File: src/rtl/color_manager_sync_gen.sv
// Raster timing generator for the Color Manager: HSync/VSync, the per-line Sync
// enable and the BackPorch/FrontPorch window bounds for the downstream pixel counter.
//
// state    | meaning
// H_SYNC   | line position k below the latched hsync length, HSync low
// H_LINE   | rest of the line (back porch, active, front porch)
// V_SYNC   | vertical sync lines, VSync low
// V_BACK   | vertical back-porch lines
// V_ACTIVE | active lines, Sync follows H_LINE, Line holds the index
// V_FRONT  | vertical front-porch lines; the last one closes the frame
module color_manager_sync_gen #(
  parameter int H_WIDTH          = 12,
  parameter int V_WIDTH          = 11,
  parameter int BACKPORCH_WIDTH  = 12,
  parameter int FRONTPORCH_WIDTH = 12
) (
  input  logic                        Clk,
  input  logic                        Rst,
  input  logic                        En,
  input  logic [H_WIDTH-1:0]          H_Sync_Len,
  input  logic [H_WIDTH-1:0]          H_Back_Len,
  input  logic [H_WIDTH-1:0]          H_Active_Len,
  input  logic [H_WIDTH-1:0]          H_Front_Len,
  input  logic [V_WIDTH-1:0]          V_Sync_Len,
  input  logic [V_WIDTH-1:0]          V_Back_Len,
  input  logic [V_WIDTH-1:0]          V_Active_Len,
  input  logic [V_WIDTH-1:0]          V_Front_Len,
  output logic                        HSync,
  output logic                        VSync,
  output logic                        Sync,
  output logic [BACKPORCH_WIDTH-1:0]  BackPorch,
  output logic [FRONTPORCH_WIDTH-1:0] FrontPorch,
  output logic [V_WIDTH-1:0]          Line,
  output logic                        Frame_Start,
  output logic                        Busy
);

  localparam logic [0:0] H_SYNC   = 1'b0;
  localparam logic [0:0] H_LINE   = 1'b1;
  localparam logic [1:0] V_SYNC   = 2'd0;
  localparam logic [1:0] V_BACK   = 2'd1;
  localparam logic [1:0] V_ACTIVE = 2'd2;
  localparam logic [1:0] V_FRONT  = 2'd3;

  // The line position must hold the sum of four segment lengths, hence two extra bits.
  localparam int KW = H_WIDTH + 2;
  localparam int AW = ((H_WIDTH > FRONTPORCH_WIDTH) ? H_WIDTH : FRONTPORCH_WIDTH) + 1;

  function automatic logic [H_WIDTH-1:0] clamp_h(input logic [H_WIDTH-1:0] x);
    return (x == '0) ? H_WIDTH'(1) : x;
  endfunction

  function automatic logic [V_WIDTH-1:0] clamp_v(input logic [V_WIDTH-1:0] x);
    return (x == '0) ? V_WIDTH'(1) : x;
  endfunction

  logic               busy_q, nxt_busy;
  logic [KW-1:0]      k_q, nxt_k;
  logic [1:0]         v_q, nxt_v;
  logic [V_WIDTH-1:0] vcnt_q, nxt_vcnt;
  logic [H_WIDTH-1:0] hs_q, hbp_q, hact_q, hfp_q;
  logic [H_WIDTH-1:0] nxt_hs, nxt_hbp, nxt_hact, nxt_hfp;
  logic [V_WIDTH-1:0] vs_q, vbp_q, vact_q, vfp_q;
  logic [V_WIDTH-1:0] nxt_vs, nxt_vbp, nxt_vact, nxt_vfp;

  logic [KW-1:0]      t_len;
  logic [V_WIDTH-1:0] v_len;
  logic               line_end, v_last, frame_end, start;
  logic [0:0]         nxt_h;
  logic [AW-1:0]      bp_full, fp_full;

  always_comb begin
    t_len = KW'(hs_q) + KW'(hbp_q) + KW'(hact_q) + KW'(hfp_q);
    unique case (v_q)
      V_SYNC:   v_len = vs_q;
      V_BACK:   v_len = vbp_q;
      V_ACTIVE: v_len = vact_q;
      default:  v_len = vfp_q;
    endcase
  end

  assign line_end  = (k_q == t_len - KW'(1));
  assign v_last    = (vcnt_q == v_len - V_WIDTH'(1));
  assign frame_end = busy_q && line_end && (v_q == V_FRONT) && v_last;
  assign start     = En && (!busy_q || frame_end);

  always_comb begin
    nxt_busy = busy_q;
    nxt_k    = k_q;
    nxt_v    = v_q;
    nxt_vcnt = vcnt_q;
    nxt_hs   = hs_q;
    nxt_hbp  = hbp_q;
    nxt_hact = hact_q;
    nxt_hfp  = hfp_q;
    nxt_vs   = vs_q;
    nxt_vbp  = vbp_q;
    nxt_vact = vact_q;
    nxt_vfp  = vfp_q;
    if (start) begin
      nxt_busy = 1'b1;
      nxt_k    = '0;
      nxt_v    = V_SYNC;
      nxt_vcnt = '0;
      nxt_hs   = clamp_h(H_Sync_Len);
      nxt_hbp  = clamp_h(H_Back_Len);
      nxt_hact = clamp_h(H_Active_Len);
      nxt_hfp  = clamp_h(H_Front_Len);
      nxt_vs   = clamp_v(V_Sync_Len);
      nxt_vbp  = clamp_v(V_Back_Len);
      nxt_vact = clamp_v(V_Active_Len);
      nxt_vfp  = clamp_v(V_Front_Len);
    end else if (frame_end) begin
      nxt_busy = 1'b0;
      nxt_k    = '0;
      nxt_v    = V_SYNC;
      nxt_vcnt = '0;
    end else if (busy_q) begin
      if (line_end) begin
        nxt_k = '0;
        if (v_last) begin
          nxt_v    = v_q + 2'd1;
          nxt_vcnt = '0;
        end else begin
          nxt_vcnt = vcnt_q + V_WIDTH'(1);
        end
      end else begin
        nxt_k = k_q + KW'(1);
      end
    end
  end

  assign nxt_h   = (nxt_k < KW'(nxt_hs)) ? H_SYNC : H_LINE;
  assign bp_full = AW'(nxt_hbp) - AW'(1);
  assign fp_full = AW'(nxt_hbp) + AW'(nxt_hact);

  always_ff @(posedge Clk) begin
    if (Rst) begin
      busy_q <= 1'b0;
      k_q    <= '0;
      v_q    <= V_SYNC;
      vcnt_q <= '0;
      hs_q   <= '0;
      hbp_q  <= '0;
      hact_q <= '0;
      hfp_q  <= '0;
      vs_q   <= '0;
      vbp_q  <= '0;
      vact_q <= '0;
      vfp_q  <= '0;
    end else begin
      busy_q <= nxt_busy;
      k_q    <= nxt_k;
      v_q    <= nxt_v;
      vcnt_q <= nxt_vcnt;
      hs_q   <= nxt_hs;
      hbp_q  <= nxt_hbp;
      hact_q <= nxt_hact;
      hfp_q  <= nxt_hfp;
      vs_q   <= nxt_vs;
      vbp_q  <= nxt_vbp;
      vact_q <= nxt_vact;
      vfp_q  <= nxt_vfp;
    end
  end

  // Outputs are registered from the next-state view so they line up with k and the vertical state.
  always_ff @(posedge Clk) begin
    if (Rst) begin
      HSync       <= 1'b1;
      VSync       <= 1'b1;
      Sync        <= 1'b0;
      BackPorch   <= '0;
      FrontPorch  <= '0;
      Line        <= '0;
      Frame_Start <= 1'b0;
      Busy        <= 1'b0;
    end else begin
      Busy        <= nxt_busy;
      Frame_Start <= start;
      HSync       <= !(nxt_busy && (nxt_h == H_SYNC));
      VSync       <= !(nxt_busy && (nxt_v == V_SYNC));
      Sync        <= nxt_busy && (nxt_h == H_LINE) && (nxt_v == V_ACTIVE);
      Line        <= (nxt_busy && (nxt_v == V_ACTIVE)) ? nxt_vcnt : '0;
      if (start) begin
        BackPorch  <= BACKPORCH_WIDTH'(bp_full);
        FrontPorch <= FRONTPORCH_WIDTH'(fp_full);
      end else if (!nxt_busy) begin
        BackPorch  <= '0;
        FrontPorch <= '0;
      end
    end
  end

endmodule
File: config.mk
export PLATFORM = sky130hd
export DESIGN_NAME = color_manager_sync_gen
export DESIGN_NICKNAME = d
export VERILOG_FILES = /design/src/rtl/color_manager_sync_gen.sv
export SDC_FILE = /design/constraint.sdc
export NUM_CORES = 1
export LEC_CHECK = 0
export ABC_AREA = 1
export BUFFER_PORTS_ARGS = -buffer_cell sky130_fd_sc_hd__buf_2
export CAP_MARGIN = 10
export CELL_PAD_IN_SITES_DETAIL_PLACEMENT = 1
export CELL_PAD_IN_SITES_GLOBAL_PLACEMENT = 1
export CORE_ASPECT_RATIO = 0.75
export CORE_UTILIZATION = 39
export CTS_BUF_LIST = sky130_fd_sc_hd__clkbuf_4
export CTS_CLUSTER_DIAMETER = 150
export DETAILED_ROUTE_END_ITERATION = 10
export PLACE_DENSITY_LB_ADDON = 0.08
export SLEW_MARGIN = 20
export SYNTH_ARGS = -nofsm -noshare
export SYNTH_HDL_FRONTEND = slang
export SYNTH_SLANG_ARGS = --single-unit
File: constraint.sdc
create_clock -name Clk -period 5.6 [get_ports Clk]
set_input_delay 0 -clock Clk [delete_from_list [all_inputs] [get_ports Clk]]
set_output_delay 0 -clock Clk [all_outputs]
set_load 0.01 [all_outputs]
# Word-level counts from Yosys, hierarchy flattened
# Cells that the tools add are included.
dict set report totals {
  register_bits 159
  word_cells 94
}
dict set report classes {
  n_addsub 10
  magnitude_cmp 1
  n_eq_ne 7
  muxes 32
  bitwise_logic 1
  n_reduce_logical 24
}
# op count
set ops {}
lappend ops {{12-bit 2-to-1 mux} 10}
lappend ops {{11-bit 2-to-1 mux} 9}
lappend ops {{14-bit 2-to-1 mux} 4}
lappend ops {{12-bit logical NOT} 4}
lappend ops {{11-bit logical NOT} 4}
lappend ops {{11-bit one-hot mux with 3 select lines} 1}
lappend ops {{13-bit by 12-bit adder with 14-bit output} 1}
lappend ops {{14-bit by 1-bit adder with 14-bit output (second input constant)} 1}
lappend ops {{14-bit by 12-bit adder with 14-bit output} 1}
lappend ops {{14-bit == test} 1}
lappend ops {{14-bit by 12-bit < comparator with 1-bit output} 1}
lappend ops {{14-bit by 1-bit subtractor with 14-bit output (second input constant)} 1}
lappend ops {{12-bit by 12-bit adder with 13-bit output} 1}
lappend ops {{12-bit adder} 1}
lappend ops {{12-bit by 1-bit subtractor with 12-bit output (second input constant)} 1}
lappend ops {{11-bit by 1-bit adder with 11-bit output (second input constant)} 1}
lappend ops {{11-bit == test} 1}
lappend ops {{11-bit by 1-bit subtractor with 11-bit output (second input constant)} 1}
lappend ops {{2-bit 2-to-1 mux} 5}
lappend ops {{1-bit logical AND} 9}
lappend ops {{2-bit == test (second input constant)} 3}
lappend ops {{2-bit logical NOT} 2}
lappend ops {{1-bit logical NOT} 3}
lappend ops {{1-bit 2-to-1 mux} 3}
lappend ops {{6 further kinds} 6}

# Logic depth before layout (Yosys ltp)
dict set report logic_depth {
  ltp_word 15
  mapped_depth 48
  depth_no_buf 47
}

# Worst setup path before layout
# Ideal clock, no wire load.
dict set report synth_timing {
  path_type {register to register}
  startpoint {register hs_q[1]}
  endpoint {register FrontPorch[11]}
  setup_ps 129
  t_arrival_ps 5643
  t_required_ps 5471
  path_slack_ps -172
  stages_incl_launch_ff 41
  n_path_buf 2
  synth_period_minus_slack_ps 5772
  cell_sequence {dfxtp_1 > inv_1 > ha_1 > inv_1 > fa_1 > fa_1 > ha_1 > fa_1 > xnor2_1 > xor2_1 > nand3_1 > nor3_1 > nand3_1 > nor2_1 > nand3_2 > nand2_4 > nand2_4 > buf_6 > [... 5 more ...] > nand2_1 > a21oi_1 > o21bai_1 > a21oi_1 > o21bai_1 > nand2_1 > nand2_1 > nand2_1 > nand2_1 > nand2_1 > inv_1 > or2_2 > nand2_1 > nand2_1 > inv_1 > nand2_1 > nand3_1 > a21oi_1}
}
dict set report synth_via {
  elab_chain_cells 13
  word_cells_on_any_way 17
  classes_between {add/sub: 5; eq/ne: 2; mux: 5; reduce/logical: 5}
}
# element line
set synth_lines {}
lappend synth_lines {{start, declared} 61} ;# logic [H_WIDTH-1:0] hs_q, hbp_q, hact_q, hfp_q;
lappend synth_lines {{start signal, assigned} 156} ;# hs_q <= nxt_hs;
lappend synth_lines {{12-bit by 12-bit adder with 13-bit output} 73} ;# t_len = KW'(hs_q) + KW'(hbp_q) + KW'(hact_q) + KW'(hfp_q);
lappend synth_lines {{13-bit by 12-bit adder with 14-bit output} 73}
lappend synth_lines {{14-bit by 12-bit adder with 14-bit output} 73}
lappend synth_lines {{14-bit by 1-bit subtractor with 14-bit output} 82} ;# assign line_end = (k_q == t_len - KW'(1));
lappend synth_lines {{14-bit == test} 82}
lappend synth_lines {{1-bit logical AND (3 in a row)} 84} ;# assign frame_end = busy_q && line_end && (v_q == V_FRONT) && v_last;
lappend synth_lines {{1-bit logical OR} 85} ;# assign start = En && (!busy_q || frame_end);
lappend synth_lines {{1-bit logical AND} 85}
lappend synth_lines {{12-bit 2-to-1 mux} 100} ;# if (start) begin
lappend synth_lines {{via nxt_hact[2]} 62} ;# logic [H_WIDTH-1:0] nxt_hs, nxt_hbp, nxt_hact, nxt_hfp;
lappend synth_lines {{12-bit adder} 135} ;# assign fp_full = AW'(nxt_hbp) + AW'(nxt_hact);
lappend synth_lines {{12-bit 2-to-1 mux} 185} ;# if (start) begin
lappend synth_lines {{end signal, assigned} 187} ;# FrontPorch <= FRONTPORCH_WIDTH'(fp_full);
lappend synth_lines {{end, declared} 32} ;# output logic [FRONTPORCH_WIDTH-1:0] FrontPorch,
# The timed path passes the listed nets, and every way through them passes these cells.
# A chain may end at the register's enable or synchronous reset.

# Final worst setup path
dict set report layout_timing {
  startpoint {register hbp_q[10]}
  endpoint {register FrontPorch[11]}
}
dict set report layout_via {
  elab_chain_cells 13
  word_cells_on_any_way 17
  classes_between {add/sub: 5; eq/ne: 2; mux: 5; reduce/logical: 5}
}
# element line
set layout_lines {}
lappend layout_lines {{start, declared} 61}
lappend layout_lines {{start signal, assigned} 157} ;# hbp_q <= nxt_hbp;
lappend layout_lines {{12-bit by 12-bit adder with 13-bit output} 73}
lappend layout_lines {{13-bit by 12-bit adder with 14-bit output} 73}
lappend layout_lines {{14-bit by 12-bit adder with 14-bit output} 73}
lappend layout_lines {{14-bit by 1-bit subtractor with 14-bit output} 82}
lappend layout_lines {{14-bit == test} 82}
lappend layout_lines {{1-bit logical AND (3 in a row)} 84}
lappend layout_lines {{1-bit logical OR} 85}
lappend layout_lines {{1-bit logical AND} 85}
lappend layout_lines {{12-bit 2-to-1 mux} 100}
lappend layout_lines {{via nxt_hbp[3]} 62}
lappend layout_lines {{12-bit adder} 135}
lappend layout_lines {{12-bit 2-to-1 mux} 185}
# The timed path passes the listed nets, and every way through them passes these cells.

==> out/metrics.yaml <==
setup_path:
  cpPeakStageDelay_ns: 0.53
  rrSetupSlack_ns: -0.32
  rr_endpoint: "FrontPorch[11]"
  required_ns: 6.11
  cp.arrival_ns: 6.43
  critPathLaunch: "hbp_q[10]"
  r2r_cells: 39
  cpMaxStageDelayCell: "fa_1"
  crit_path_end_kind: "flip-flop"
  cp_max_fo: 4
  critPathMostFrequentCell: "nand2_2"
  startpoint_type: "flip-flop"
  reg2reg_from: "hbp_q[10]"
  path_class: "reg -> reg"
pwr:
  intPower_uw: 2260
  p_leak_uw: 0.006682
  seqPwrFrac_pct: 32.5
  p_comb_share_pct: 46.5
  p_sw_uw: 1556
  power_density_mw_per_mm2: 273.4
  switching_share_pct: 40.78
  p_clk_share_pct: 21.0
  ir_worst_vdd_mv: 0.1439
synth:
  ys_warn_count: 0
  netlist_area_mm2: 0.01010
  async_flop_share_pct: 0
  synth_cells: 1438
  synth_cell_types: 55
  synth_seq_area_share_pct: 31.52
  synthesis.nets: 1615
  synth_ff_type: "dfxtp_1"
  synth-edff-count: 0
  avgSynthCellArea_um2: 7.023
  yosys_register_bits: 159
timing:
  fmaxAchievable_mhz: 168.9
  fin_crit_sh_pct: 105.7
  fin_crit_ns: 5.920
  hold_slack_ns: 0.05971
  skew_ns: 0.03356
  rsz0062_at_grt: "true"
  worstMarginPinSlew_ns: 0.9579
  finalSetupViolCount: 5
  final-hold-violation-count: 0
  relSlewSlack_pct: 36.07
  final.setup.worst_slack_ns: -0.3198
  maxSlewViolCount: 0
floorplanning:
  io_pins: 135
  fp.coreArea_mm2: 0.02521
  initial_core_util_pct: 40.06
  fp.dieH_um: 141.4
  row_count: 50
  die_area_mm2: 0.02655
  die_w_um: 187.8
run:
  drv_cap: 0
placed_design:
  place_congestion: 0.8655
  portBuffers: 134
  place_inst: 1953
  dpl_worst_slack_ns: -0.4643
  dpl.hpwl_mm: 26.56
detailed_routing:
  routed_via_density: 5.104
  ant_nets: 0
  dr.pass1.iters: 5
  wirelength_mm: 40.33
  vias: 10881
  remaining_drc_errors: 0
  wl_met2_mm: 18.42
  drt_iter0_markers: 783
  top_layer: "met4"
  wl_per_cell_um: 18.92
  wl_met1_mm: 19.67
  route.met3.wl_mm: 1.608
min_path:
  hp-start: "En"
  hold_depth: 3
  hold_end: "Busy"
  hp-class: "in -> reg"
final_layout:
  nNetsFinal: 1955
  area_delta_synth_final_pct: 38.22
  fillers: 3250
  drive_above_1_share_pct: 26.41
  stdcell_count: 2132
clock_tree:
  clkLatencyLatePin_ns: 0.65
  numCtsBuffers: 17
  clk_pin_slew_worst_paths_ns: 0.18
  cts.path.max_buffers: 2
  clock-sinks: 159
  root_buffer: "clkbuf_4"
  cts_tree: "yes"
  h-tree-depth: 4
global_routing:
  grt_start_max_net_pins: 74
  grt_pass1_vias: 10861
  grt_first_pass_wirelength_mm: 58.55
  grt_overflow: 0
  track_usage_pct: 28.18
  antenna_found_initial: 2
status:
  status: "finished with violations"
  failed_checks: "negative setup slack"
## registers in the layout (all words and copies together), names as in the netlist, 12 cells and up
name and cells:
hact_q 12, BackPorch 12, hfp_q 12, k_q 14
hs_q 12, hbp_q 12, FrontPorch 12
## synth_stat cells (2+ instances only)
| cell type | number | area, um^2 |
|---|---|---|
| ha_1 | 58 | 725.7 |
| o21bai_4 | 2 | 37.54 |
| o22ai_1 | 2 | 12.51 |
| nand3_2 | 5 | 50.05 |
| nand2_1 | 314 | 1179 |
| xor2_1 | 27 | 236.5 |
| nand3b_2 | 2 | 22.52 |
| buf_8 | 2 | 30.03 |
| nand2_4 | 5 | 56.30 |
| a21oi_1 | 47 | 235.2 |
| inv_1 | 188 | 705.7 |
| nor2_4 | 9 | 101.4 |
| nand2_2 | 19 | 118.9 |
| o31ai_1 | 4 | 30.03 |
| nand3b_1 | 4 | 30.03 |
| buf_6 | 6 | 67.56 |
| o211ai_1 | 5 | 37.54 |
| or2_2 | 8 | 50.05 |
| inv_2 | 8 | 30.03 |
| a31oi_1 | 4 | 25.02 |
| o21ai_1 | 19 | 95.09 |
| dfxtp_1 | 159 | 3183 |
| o21ai_0 | 64 | 320.3 |
| a41oi_1 | 6 | 52.55 |
| nor2_2 | 4 | 25.02 |
| a32o_1 | 2 | 20.02 |
| o21bai_1 | 4 | 30.03 |
| nor2_1 | 190 | 713.2 |
| buf_2 | 20 | 100.1 |
| xnor2_1 | 16 | 140.1 |
| nor3_1 | 27 | 135.1 |
| or2_1 | 2 | 12.51 |
| nand3_1 | 103 | 515.5 |
| fa_1 | 24 | 480.5 |
| nand4_1 | 10 | 62.56 |
| nor4_1 | 24 | 150.1 |
| a211oi_1 | 4 | 30.03 |
| clkbuf_1 | 20 | 75.07 |
| o21ai_2 | 5 | 43.79 |
## worst max path at each step
| stage | endpoint | slack [ns] |
|---|---|---|
| global route | FrontPorch[11] | -0.63 |
| detailed placement | FrontPorch[11] | -0.46 |
| floorplan | FrontPorch[11] | -0.09 |
| CTS | FrontPorch[11] | -0.15 |
| global placement | FrontPorch[11] | -0.29 |
| finish | FrontPorch[11] | -0.32 |
## layout by cell type (no fill, tap or decap), types with 13 or more instances in the layout
| cell | n |
|---|---|
| a21oi_1 | 36 |
| buf_2 | 134 |
| buf_4 | 116 |
| clkbuf_4 | 17 |
| dfxtp_1 | 154 |
| dlygate4sd3_1 | 106 |
| fa_1 | 22 |
| ha_1 | 40 |
| ha_4 | 17 |
| inv_1 | 175 |
| inv_2 | 18 |
| nand2_1 | 297 |
| nand2_2 | 35 |
| nand3_1 | 93 |
| nand3_2 | 15 |
| nor2_1 | 185 |
| nor3_1 | 24 |
| nor4_1 | 24 |
| o21ai_0 | 58 |
| o21ai_1 | 14 |
| o21ai_2 | 14 |
| xnor2_1 | 13 |
| xor2_1 | 25 |
## per-layer routing
layer	GRT usage, %	vias up
met5	0	-
met4	7.018	0
met3	4.254	45
met2	43.68	253
met1	40.81	5314
li1	-	5269
## power by group through the flow
stage               clock [uW]  sequential, uW  combinational [uW]
finish                     802            1240                1770
global route               853            1250                1950
CTS                        804            1240                1570
detailed placement           0            1260                1410
global placement             0            1260                1380
floorplan                    0            1260                 928
## worst max-delay path, delay by kind of cell, from the launching register on
family,cells,cell delay [ns]
fa+ha+maj,5,1.90
simple gates,21,2.21
compound gates,6,0.76
buf+inv,7,0.55
flops,1,0.35
## metrics by stage
| stage | utilization, % | TNS, ns | power, uW | cell area, um^2 |
|---|---|---|---|---|
| finish | 55.37 | -0.8487 | 3816 | 13960 |
| floorplan | - | -0.09130 | 2184 | 10130 |
| global route | 55.36 | -2.791 | 4052 | 13960 |
| CTS | 52.92 | -0.2577 | 3608 | 13340 |
| global placement | 46.21 | -0.6800 | 2641 | 11650 |
| detailed placement | 46.21 | -1.463 | 2675 | 11650 |
## cell type report
class / instances / area (um^2) / area share (%)
repair buffers: 372 / 2823 / 20.22
well taps: 338 / 422.9 / 3.029
clock buffers: 17 / 127.6 / 0.9142
inverters: 197 / 745.7 / 5.342
flip-flops and latches: 159 / 3189 / 22.85
multi-input cells: 1031 / 6462 / 46.29
clock inverters: 15 / 181.4 / 1.300
diodes: 3 / 7.507 / 0.05378
## cells by family (layout without fill, tap and decap cells)
| kind of cell | count (synthesis) | in the layout | synth area share, % |
|---|---|---|---|
| AND/OR/NAND/NOR | 732 | 733 | 32.42 |
| buffers and inverters | 249 | 601 | 10.27 |
| AO/OA/AOI/OAI | 173 | 173 | 10.12 |
| flip-flops | 159 | 159 | 31.52 |
| adder cells (fa/ha/maj) | 82 | 82 | 11.94 |
| XOR/XNOR | 43 | 43 | 3.729 |
| other | 0 | 3 | 0 |
## timing repair
action	4_1_cts	5_1_grt
pin swaps	37	50
hold buffers	106	0
hold endpoints to repair	108	0
cloned	1	0
resized for setup	49	97
endpoints found under the setup margin	8	9
setup buffers	13	26
No activity file was read; power rests on OpenSTA's default activity.
